===== src/rtl/pipelined_addsub.sv =====
// Segmented, pipelined two's-complement adder/subtractor.
// Each stage adds one SEG-bit slice and registers the slice carry for the next
// stage. The last stage owns the visible result and the status flags, so
// sum/carry_out/overflow/zero come straight from flops.
module pipelined_addsub #(
  parameter int WIDTH = 32,
  parameter int SEG   = 8
) (
  input  logic             clk,
  input  logic             rst_n,
  input  logic             in_valid,
  output logic             in_ready,
  input  logic [WIDTH-1:0] a,
  input  logic [WIDTH-1:0] b,
  input  logic             carry_in,
  input  logic             sub,
  input  logic             flush,
  output logic             out_valid,
  input  logic             out_ready,
  output logic [WIDTH-1:0] sum,
  output logic             carry_out,
  output logic             overflow,
  output logic             zero
);

  localparam int STAGES = WIDTH / SEG;

  // Stage registers: operands travel along so each stage finds its own slice;
  // b is stored already inverted for subtract.
  logic [STAGES-1:0] vld_q, vld_d;
  logic [STAGES-1:0] c_q, c_d;
  logic [WIDTH-1:0]  a_q [STAGES];
  logic [WIDTH-1:0]  a_d [STAGES];
  logic [WIDTH-1:0]  b_q [STAGES];
  logic [WIDTH-1:0]  b_d [STAGES];
  logic [WIDTH-1:0]  s_q [STAGES];
  logic [WIDTH-1:0]  s_d [STAGES];
  logic              ovf_q, ovf_d;
  logic              zero_q, zero_d;

  // Inputs seen by each stage this cycle (front-end operands or previous stage).
  logic [STAGES-1:0] src_v, src_c;
  logic [WIDTH-1:0]  src_a [STAGES];
  logic [WIDTH-1:0]  src_b [STAGES];
  logic [WIDTH-1:0]  src_s [STAGES];
  logic [SEG:0]      seg_sum [STAGES];

  logic en;
  logic accept;

  // A stalled output freezes the whole pipe; flush blocks new operands.
  assign out_valid = vld_q[STAGES-1];
  assign en        = !(out_valid && !out_ready);
  assign in_ready  = en && !flush;
  assign accept    = in_valid && in_ready;

  assign sum       = s_q[STAGES-1];
  assign carry_out = c_q[STAGES-1];
  assign overflow  = ovf_q;
  assign zero      = zero_q;

  // Per-stage slice addition and next-state assembly.
  always_comb begin
    src_v = '0;
    src_c = '0;
    vld_d = '0;
    c_d   = '0;
    for (int i = 0; i < STAGES; i++) begin
      src_a[i]   = '0;
      src_b[i]   = '0;
      src_s[i]   = '0;
      seg_sum[i] = '0;
      a_d[i]     = '0;
      b_d[i]     = '0;
      s_d[i]     = '0;
    end

    src_v[0] = accept;
    src_a[0] = a;
    src_b[0] = sub ? ~b : b;
    src_c[0] = sub ? 1'b1 : carry_in;
    src_s[0] = '0;
    for (int i = 1; i < STAGES; i++) begin
      src_v[i] = vld_q[i-1];
      src_a[i] = a_q[i-1];
      src_b[i] = b_q[i-1];
      src_c[i] = c_q[i-1];
      src_s[i] = s_q[i-1];
    end

    for (int i = 0; i < STAGES; i++) begin
      seg_sum[i] = {1'b0, src_a[i][i*SEG +: SEG]}
                 + {1'b0, src_b[i][i*SEG +: SEG]}
                 + {{SEG{1'b0}}, src_c[i]};
      s_d[i]                = src_s[i];
      s_d[i][i*SEG +: SEG]  = seg_sum[i][SEG-1:0];
      c_d[i]                = seg_sum[i][SEG];
      a_d[i]                = src_a[i];
      b_d[i]                = src_b[i];
      vld_d[i]              = src_v[i];
    end

    // Signed overflow: both addends share a sign the result does not.
    ovf_d  = (src_a[STAGES-1][WIDTH-1] == src_b[STAGES-1][WIDTH-1]) &&
             (s_d[STAGES-1][WIDTH-1] != src_a[STAGES-1][WIDTH-1]);
    zero_d = (s_d[STAGES-1] == '0);
  end

  // Pipeline registers: flush drops valids only, stall holds everything.
  always_ff @(posedge clk or negedge rst_n) begin
    if (!rst_n) begin
      vld_q  <= '0;
      c_q    <= '0;
      ovf_q  <= 1'b0;
      zero_q <= 1'b0;
      for (int i = 0; i < STAGES; i++) begin
        a_q[i] <= '0;
        b_q[i] <= '0;
        s_q[i] <= '0;
      end
    end else if (flush) begin
      vld_q <= '0;
    end else if (en) begin
      vld_q  <= vld_d;
      c_q    <= c_d;
      ovf_q  <= ovf_d;
      zero_q <= zero_d;
      for (int i = 0; i < STAGES; i++) begin
        a_q[i] <= a_d[i];
        b_q[i] <= b_d[i];
        s_q[i] <= s_d[i];
      end
    end
  end

endmodule

===== config.mk =====
export PLATFORM = sky130hd
export DESIGN_NAME = pipelined_addsub
export DESIGN_NICKNAME = d
export VERILOG_FILES = /design/src/rtl/pipelined_addsub.sv
export SDC_FILE = /design/constraint.sdc
export NUM_CORES = 1
export LEC_CHECK = 0
export BUFFER_PORTS_ARGS = -buffer_cell sky130_fd_sc_hd__buf_2
export CORE_ASPECT_RATIO = 2
export CORE_UTILIZATION = 52
export DETAILED_ROUTE_END_ITERATION = 10
export PLACE_DENSITY_LB_ADDON = 0.2
export SLEW_MARGIN = 0
export SYNTH_ARGS = -nofsm -noshare
export SYNTH_HDL_FRONTEND = slang
export SYNTH_SLANG_ARGS = --single-unit

===== constraint.sdc =====
create_clock -name clk -period 2.25 [get_ports clk]
set_input_delay 0.225 -clock clk [delete_from_list [all_inputs] [get_ports clk]]
set_output_delay 0.225 -clock clk [all_outputs]
set_load 0.1 [all_outputs]

Yosys cells after proc, flatten, opt, wreduce, memory -nomap -nowiden

Index checks and enable logic that the tools add are counted.

Add/sub/neg operators: 8
Equality and inequality tests: 3
Multiplexer cells: 4
Bitwise logic cells: 3
Reduce and logical (&&, ||, !) cells: 9

Operators by type and width:

| cell                 | count |
|---|---|
| $add A8 B8 Y9        | 4 |
| $add A9 B1 Y9        | 4 |
| $logic_not A32 Y1    | 1 |
| $mux W32             | 1 |
| $not A32 Y32         | 1 |
| $mux W4              | 2 |
| $logic_and A1 B1 Y1  | 4 |
| $logic_not A1 Y1     | 3 |
| $ne A2 B2 Y1 const B | 1 |
| $not A1 Y1           | 2 |
| $reduce_and A2 Y1    | 1 |
| $eq A1 B1 Y1         | 1 |
| $mux W1              | 1 |
| $ne A1 B1 Y1         | 1 |

Register bits after elaboration: 282

Longest topological paths before layout

Gate-level depths: netlist of run 1.

Depth in word-level cells: 7
Mapped depth: 11
Depth with buffers taken out: 10

Worst setup path after synthesis of run 1

No wires, ideal clock.

Kind: input port to flip-flop
Start point: in sub
End point: reg c_q[0]
Setup time: 0.128 ns
Arrival time: 2.562 ns
Data required time: 2.122 ns
Path slack: -0.441 ns
Cell stages on the path: 11
Cell sequence: clkbuf_1 buf_2 or2_2 fa_1 fa_1 a21o_1 a21oi_1 o21ai_0 and3b_1 o21ai_0 a31oi_1

Word-level cells in the longest chain between the ends: 3
Elaborated cells between the ends (all ways): 4
Those cells by class: 2 x add/sub; 2 x mux

Ends and longest elaborated chain:

| what                 | line | source |
|---|---|---|
| start, declared      | 16   | `input logic sub,` |
| $mux W32             | 80   | `src_b[0] = sub ? ~b : b;` |
| $add A8 B8 Y9        | 93   | `+ {1'b0, src_b[i][i*SEG +: SEG]}` |
| $add A9 B1 Y9 *      | 94   | `+ {{SEG{1'b0}}, src_c[i]};` |
| end signal, assigned | 113  | `c_q <= '0;` |
| end signal, assigned | 125  | `c_q <= c_d;` |
| end, declared        | 31   | `logic [STAGES-1:0] c_q, c_d;` |

Every way passes the cells marked *; elsewhere a longest branch is shown, timed or not.
A chain may end at the register's enable or synchronous reset.

==> results of run 1 <==
## layout by cell type (no fill, tap or decap), types with 3 or more instances in the layout
cell / synthesis / routed
o21ai_0: 52 / 50
fa_2: 0 / 8
o31ai_1: 11 / 11
xnor2_1: 33 / 33
inv_1: 19 / 18
nor2b_1: 4 / 4
buf_2: 28 / 105
nand3_1: 3 / 3
nor3_1: 9 / 9
a21o_1: 4 / 4
dfrtp_1: 186 / 186
a31oi_1: 4 / 4
o21a_1: 7 / 7
a21oi_2: 0 / 4
buf_4: 0 / 18
a21oi_1: 12 / 8
bufinv_16: 0 / 4
nor2_1: 20 / 20
inv_6: 0 / 3
o21bai_1: 6 / 6
ha_1: 28 / 28
xor2_1: 14 / 14
nor4_1: 5 / 4
nand2_1: 432 / 432
and3b_1: 3 / 3
clkinv_4: 0 / 3
dlygate4sd3_1: 0 / 15
o21ai_1: 3 / 5
buf_12: 0 / 6
clkbuf_16: 0 / 17
## layer usage
layer | global-route usage [%] | wire length, µm
met3 | 3.29 | 421
met4 | 7.19 | 267
met1 | 26.4 | 7310
met2 | 42.0 | 9600
met5 | 0 | 0
## through the flow
step	cell area [µm²]	setup TNS [ps]	hold slack [ps]	cells
detailed placement	9290	-565	229	1215
CTS	10100	-282	0.0190	1261
floorplan	8450	-336	-70.6	929
finish	10100	-178	9.99	1262
global route	10100	-362	9.92	1262
global placement	9290	-360	233	1215
## critical path: stages, from the launching register on
cell,delay [ps]
dfrtp_1,400
fa_2,410
fa_2,440
nor4_2,220
nand4_1,130
nor4_2,200
nand4_1,120
and4b_1,280
a32o_2,160
## power by group
part	leakage, µW	internal, µW	switching [µW]
clock	0.000307	1900	1270
combinational	0.00267	862	2270
sequential	0.00232	3960	405
total	0.00530	6720	3940
## cell families after synthesis
group | count (synthesis) | synth area share, %
AO/OA/AOI/OAI | 109 | 7.76
XOR/XNOR | 47 | 4.88
adder cells (fa/ha/maj) | 36 | 6.06
buffers and inverters | 64 | 3.27
flip-flops | 186 | 55.2
AND/OR/NAND/NOR | 487 | 22.8
## sequential cells by signal, indices dropped and copies added, names as in the netlist
register / count
c_q: 4
zero: 1
s_d: 48
sum: 32
a_d: 48
overflow: 1
vld_q: 4
b_d: 48
## worst paths after layout
check / start / end / slack [ps] / cells past startpoint
max: b_d[24] / zero / -180 / 8
min: a[11] / a_d[75] / 10 / 3
max reg2reg: b_d[24] / zero / -180 / 8
min reg2reg: a_d[91] / a_d[59] / 470 / 2
max in group asynchronous: rst_n / a_d[80] / 1250 / 3
min in group asynchronous: rst_n / sum[4] / 330 / 2
## layout make-up
type | count | area share [%]
sequential | 186 | 46.0
multi-input combinational | 679 | 35.2
timing repair buffer | 145 | 9.34
clock buffer | 18 | 4.34
tap | 201 | 2.49
clock inverter | 13 | 1.88
inverter | 20 | 0.767
## repair_timing
item                                    4_1_cts  5_1_grt
hold buffers                                 15        0
pin swaps                                     1        1
setup buffers                                 0        1
endpoints found under the hold margin        70        0
gates resized for setup                       2       12
endpoints found under the setup margin        4        7
==> metrics, run 1 <==
clk buf depth 2; layout cells sized above 1 17.2%; Slew Limit Fails 0; worst-skew pair later-pin latency 420 ps; gpl congestion 0.838; initial antenna violation count 0; first-pass GRT wire length 30,000 µm; Clk pin slew, worst setup/hold paths 70 ps; Top Ports 108; top post-synthesis cells by area dfrtp_1 55%, nand2_1 19%, ha_1 4.2%; storage element area 4650 µm²; cell area after synthesis 8430 µm²; worst hold path class primary input to flip-flop; synth cell count leaders 432 x nand2_1, 186 x dfrtp_1, 52 x o21ai_0, 33 x xnor2_1; Die W 92.0 µm; Yosys reg bits 186; largest net degree at the start of global routing 187; Die Area 16,800 µm²; cell taking the most area after synthesis dfrtp_1; CTS buffer count 17; Fin. Hold Viols 0; routed wire length 17,600 µm; n_diodes 0; Filler cells 1,381; vias in the first global route 6,467; status finished with violations; Setup violations, final 1; Pwr per Cell Area 1050 nW/µm²; Tmin final 2430 ps; Post-route DRC 0; Post-synth EDFFs 0; Post-DP HPWL 12,000 µm; Main synth FF type dfrtp_1; row cnt 65; Seq/Total Area, Yosys 55.2%; Place WS -244 ps; Avg Cell Area, Syn 9.07 µm²; Post-layout nets 1,156; vias 6,364; antenna-violating nets left 0; CP endpoint kind flip-flop; VDD IR max 0.000869 V; Mapped Cells 929; RSZ-0062 raised after global routing yes; Initial DRT Pass Iterations 4; critical path type flip-flop to flip-flop; Total Routing Usage GR 22.6%; share of the synthesized area in the top cell type 55.2%; critical path launch point type flip-flop; CTS root buf clkbuf_16; drt wl/cell 13.9 µm; worst slew pin tran 765 ps; slew margin rel. 49.0%; CTS tree built; P&R area growth vs syn 20.0%; Port Buffers 107; maxcap violations 0; die height 182 µm; initial DRC count 321; total design power 10,700 µW; post-synthesis cell type count 39; skew final 9.80 ps; Multi-input gate area 3560 µm²; Mapped Nets 1,036; critical path peak fanout 2; Tcrit/Tclk final 108%; drt via density 5.04; failing checks negative setup slack; worst endpoint data arrival time 2780 ps; initial core utilization 53.4%; CTS HTree Levels 4; count leader, synth nand2_1; Worst EP required 2600 ps; core area 15,800 µm²; asr flop ratio synth 100%; GR Overflow Total 0; Final Util 64.1%; Setup WS post-layout -178 ps; Max Fclk 412 MHz; CTS sink count 186; LEAKAGE 0.00530 µW; yosys warns 0
Note: power is estimated with default switching activity, not from simulation.
==> run 2: changes to the inputs <==
--- a/config.mk
+++ b/config.mk
@@ -7,7 +7,8 @@
 export LEC_CHECK = 0
 export BUFFER_PORTS_ARGS = -buffer_cell sky130_fd_sc_hd__buf_2
 export CORE_ASPECT_RATIO = 2
-export CORE_UTILIZATION = 52
+export CORE_UTILIZATION = 54
+export CTS_BUF_LIST = sky130_fd_sc_hd__clkbuf_8
 export DETAILED_ROUTE_END_ITERATION = 10
 export PLACE_DENSITY_LB_ADDON = 0.2
 export SLEW_MARGIN = 0
==> metrics, run 2 (synthesis results as in run 1) <==
CTS HTree Levels 4 (unchanged); Fin. Hold Viols 0 (unchanged); die height 179 µm (-1.8%); P&R area growth vs syn 18.5%; core area 15,300 µm² (-3.1%); worst slew pin tran 589 ps (-177 ps); Hold WS 43.3 ps (+33.3 ps); layout cells sized above 1 16.7% (-0.55 points); CTS root buf clkbuf_8; Cells after DPL 1,210 (-0.41%); reg2reg path depth 8 (unchanged); Port Buffers 107 (unchanged); Setup WS post-layout -171 ps (+6.23 ps); Post-route DRC 0 (unchanged); Worst EP required 2650 ps (+50 ps); status finished with violations; Post-layout nets 1,166 (+0.87%); CTS buffer count 17 (unchanged); critical path peak fanout 2 (unchanged); failing checks negative setup slack; Top Ports 108 (unchanged); worst-skew pair later-pin latency 450 ps (+30 ps); commonest cells after routing, fill and taps aside 432 x nand2_1, 186 x dfrtp_1, 105 x buf_2; critical path type flip-flop to flip-flop; GR Overflow Total 0 (unchanged); RSZ-0062 raised after global routing yes; largest net degree at the start of global routing 148 (-21%); Place WS -246 ps (-1.80 ps); maxcap violations 0 (unchanged); vias in the first global route 6,176 (-4.5%); Setup violations, final 1 (unchanged); worst reg2reg setup slack -170 ps (about the same); CP endpoint kind flip-flop; Tmin final 2420 ps (-6.23 ps); Post-DP HPWL 11,800 µm (-1.8%); initial antenna violation count 0 (unchanged); clk buf depth 2 (unchanged); Clk pin slew, worst setup/hold paths 100 ps (+30 ps); Max Fclk 413 MHz (+0.26%); first-pass GRT wire length 28,300 µm (-5.8%); worst hold path class primary input to flip-flop; Die W 90.3 µm (-1.8%); Total Routing Usage GR 22.3% (-0.29 points); drt wl/cell 13.3 µm (-4.3%); post-route insts no fill 1,270 (+0.63%); worst endpoint data arrival time 2820 ps (+40 ps); Initial DRT Pass Iterations 4 (unchanged); antenna-violating nets left 0 (unchanged); setup tns final -171 ps (+6.23 ps); gpl congestion 0.841 (+0.44%); worst hold stages 3 (unchanged); CTS tree built; row cnt 64 (-1.5%); drt via density 5.00 (-0.86%); LEAKAGE 0.00524 µW (-1.0%); initial core utilization 55.1% (+1.7 points); slew margin rel. 60.8% (+12 points); skew final 12.8 ps (+3.04 ps); vias 6,349 (-0.24%); initial DRC count 295 (-8.1%); critical path launch point type flip-flop; Tcrit/Tclk final 108% (-0.28 points); commonest non-fill, non-tap cell in the layout nand2_1; n_diodes 0 (unchanged); CTS sink count 186 (unchanged); VDD IR max 0.000683 V (-21%); routed wire length 16,900 µm (-3.7%); Slew Limit Fails 0 (unchanged); Die Area 16,100 µm² (-3.6%); Pwr per Cell Area 968 nW/µm² (-8.2%)
==> run 2: area by class of cell <==
class | count | area [µm²]
inverters | 20 | 77.6
flip-flops and latches | 186 | 4650
repair buffers | 155 | 1060
clock inverters | 12 | 118
clock buffers | 20 | 275
well taps | 198 | 248
multi-input cells | 679 | 3550
fillers | 1346 | 5310
==> run 2: critical path, cell delays in order (launching register included) <==
cell and delay (ps):
dfrtp_1 420, fa_2 420, fa_2 440, nor4_2 220
nand4_1 120, nor4_2 200, nand4_1 120, and4b_1 280
a32o_2 160
==> run 2: where the power goes <==
| group | switching [µW] | internal (µW) | total [µW] |
|---|---|---|---|
| Sequential | 400 | 3960 | 4360 |
| Clock | 1270 | 912 | 2180 |
| Combinational | 2260 | 873 | 3130 |
| Total | 3930 | 5740 | 9670 |
==> run 2: worst paths after layout <==
| kind | start | end |
|---|---|---|
| max in group asynchronous | rst_n | b_d[57] |
| worst min register to register | s_d[65] | s_d[33] |
| worst max-delay path | b_d[24] | zero |
| worst max register to register | b_d[24] | zero |
| worst min-delay path | b[16] | b_d[80] |
| min in group asynchronous | rst_n | sum[4] |
==> run 2: metrics by stage <==
| stage | power (µW) | util (%) | area, µm² |
|---|---|---|---|
| 4_1_cts | 9740 | 65.1 | 9950 |
| 3_3_place_gp | 7450 | 60.7 | 9280 |
| 6_report | 9670 | 65.3 | 9990 |
| 2_1_floorplan | 6710 | - | 8450 |
| 3_5_place_dp | 7500 | 60.7 | 9280 |
| 5_1_grt | 10200 | 65.3 | 9990 |
==> run 2: timing repair <==
action / in CTS / in global routing
setup buffers: 0 / 1
gates resized for setup: 1 / 9
endpoints found under the hold margin: 89 / 0
pin swaps: 1 / 1
setup endpoints to repair: 3 / 7
hold buffers: 27 / 0
==> run 2: layer usage <==
layer / vias up / share of wire [%] / routed length [µm] / GRT usage (%)
met3: 24 / 2.3 / 384 / 3.82
met2: 101 / 53 / 8990 / 40.6
met4: 0 / 2.2 / 377 / 8.27
met1: 2999 / 42 / 7180 / 26.4
li1: 3225 / - / - / -
met5: - / 0 / 0 / 0
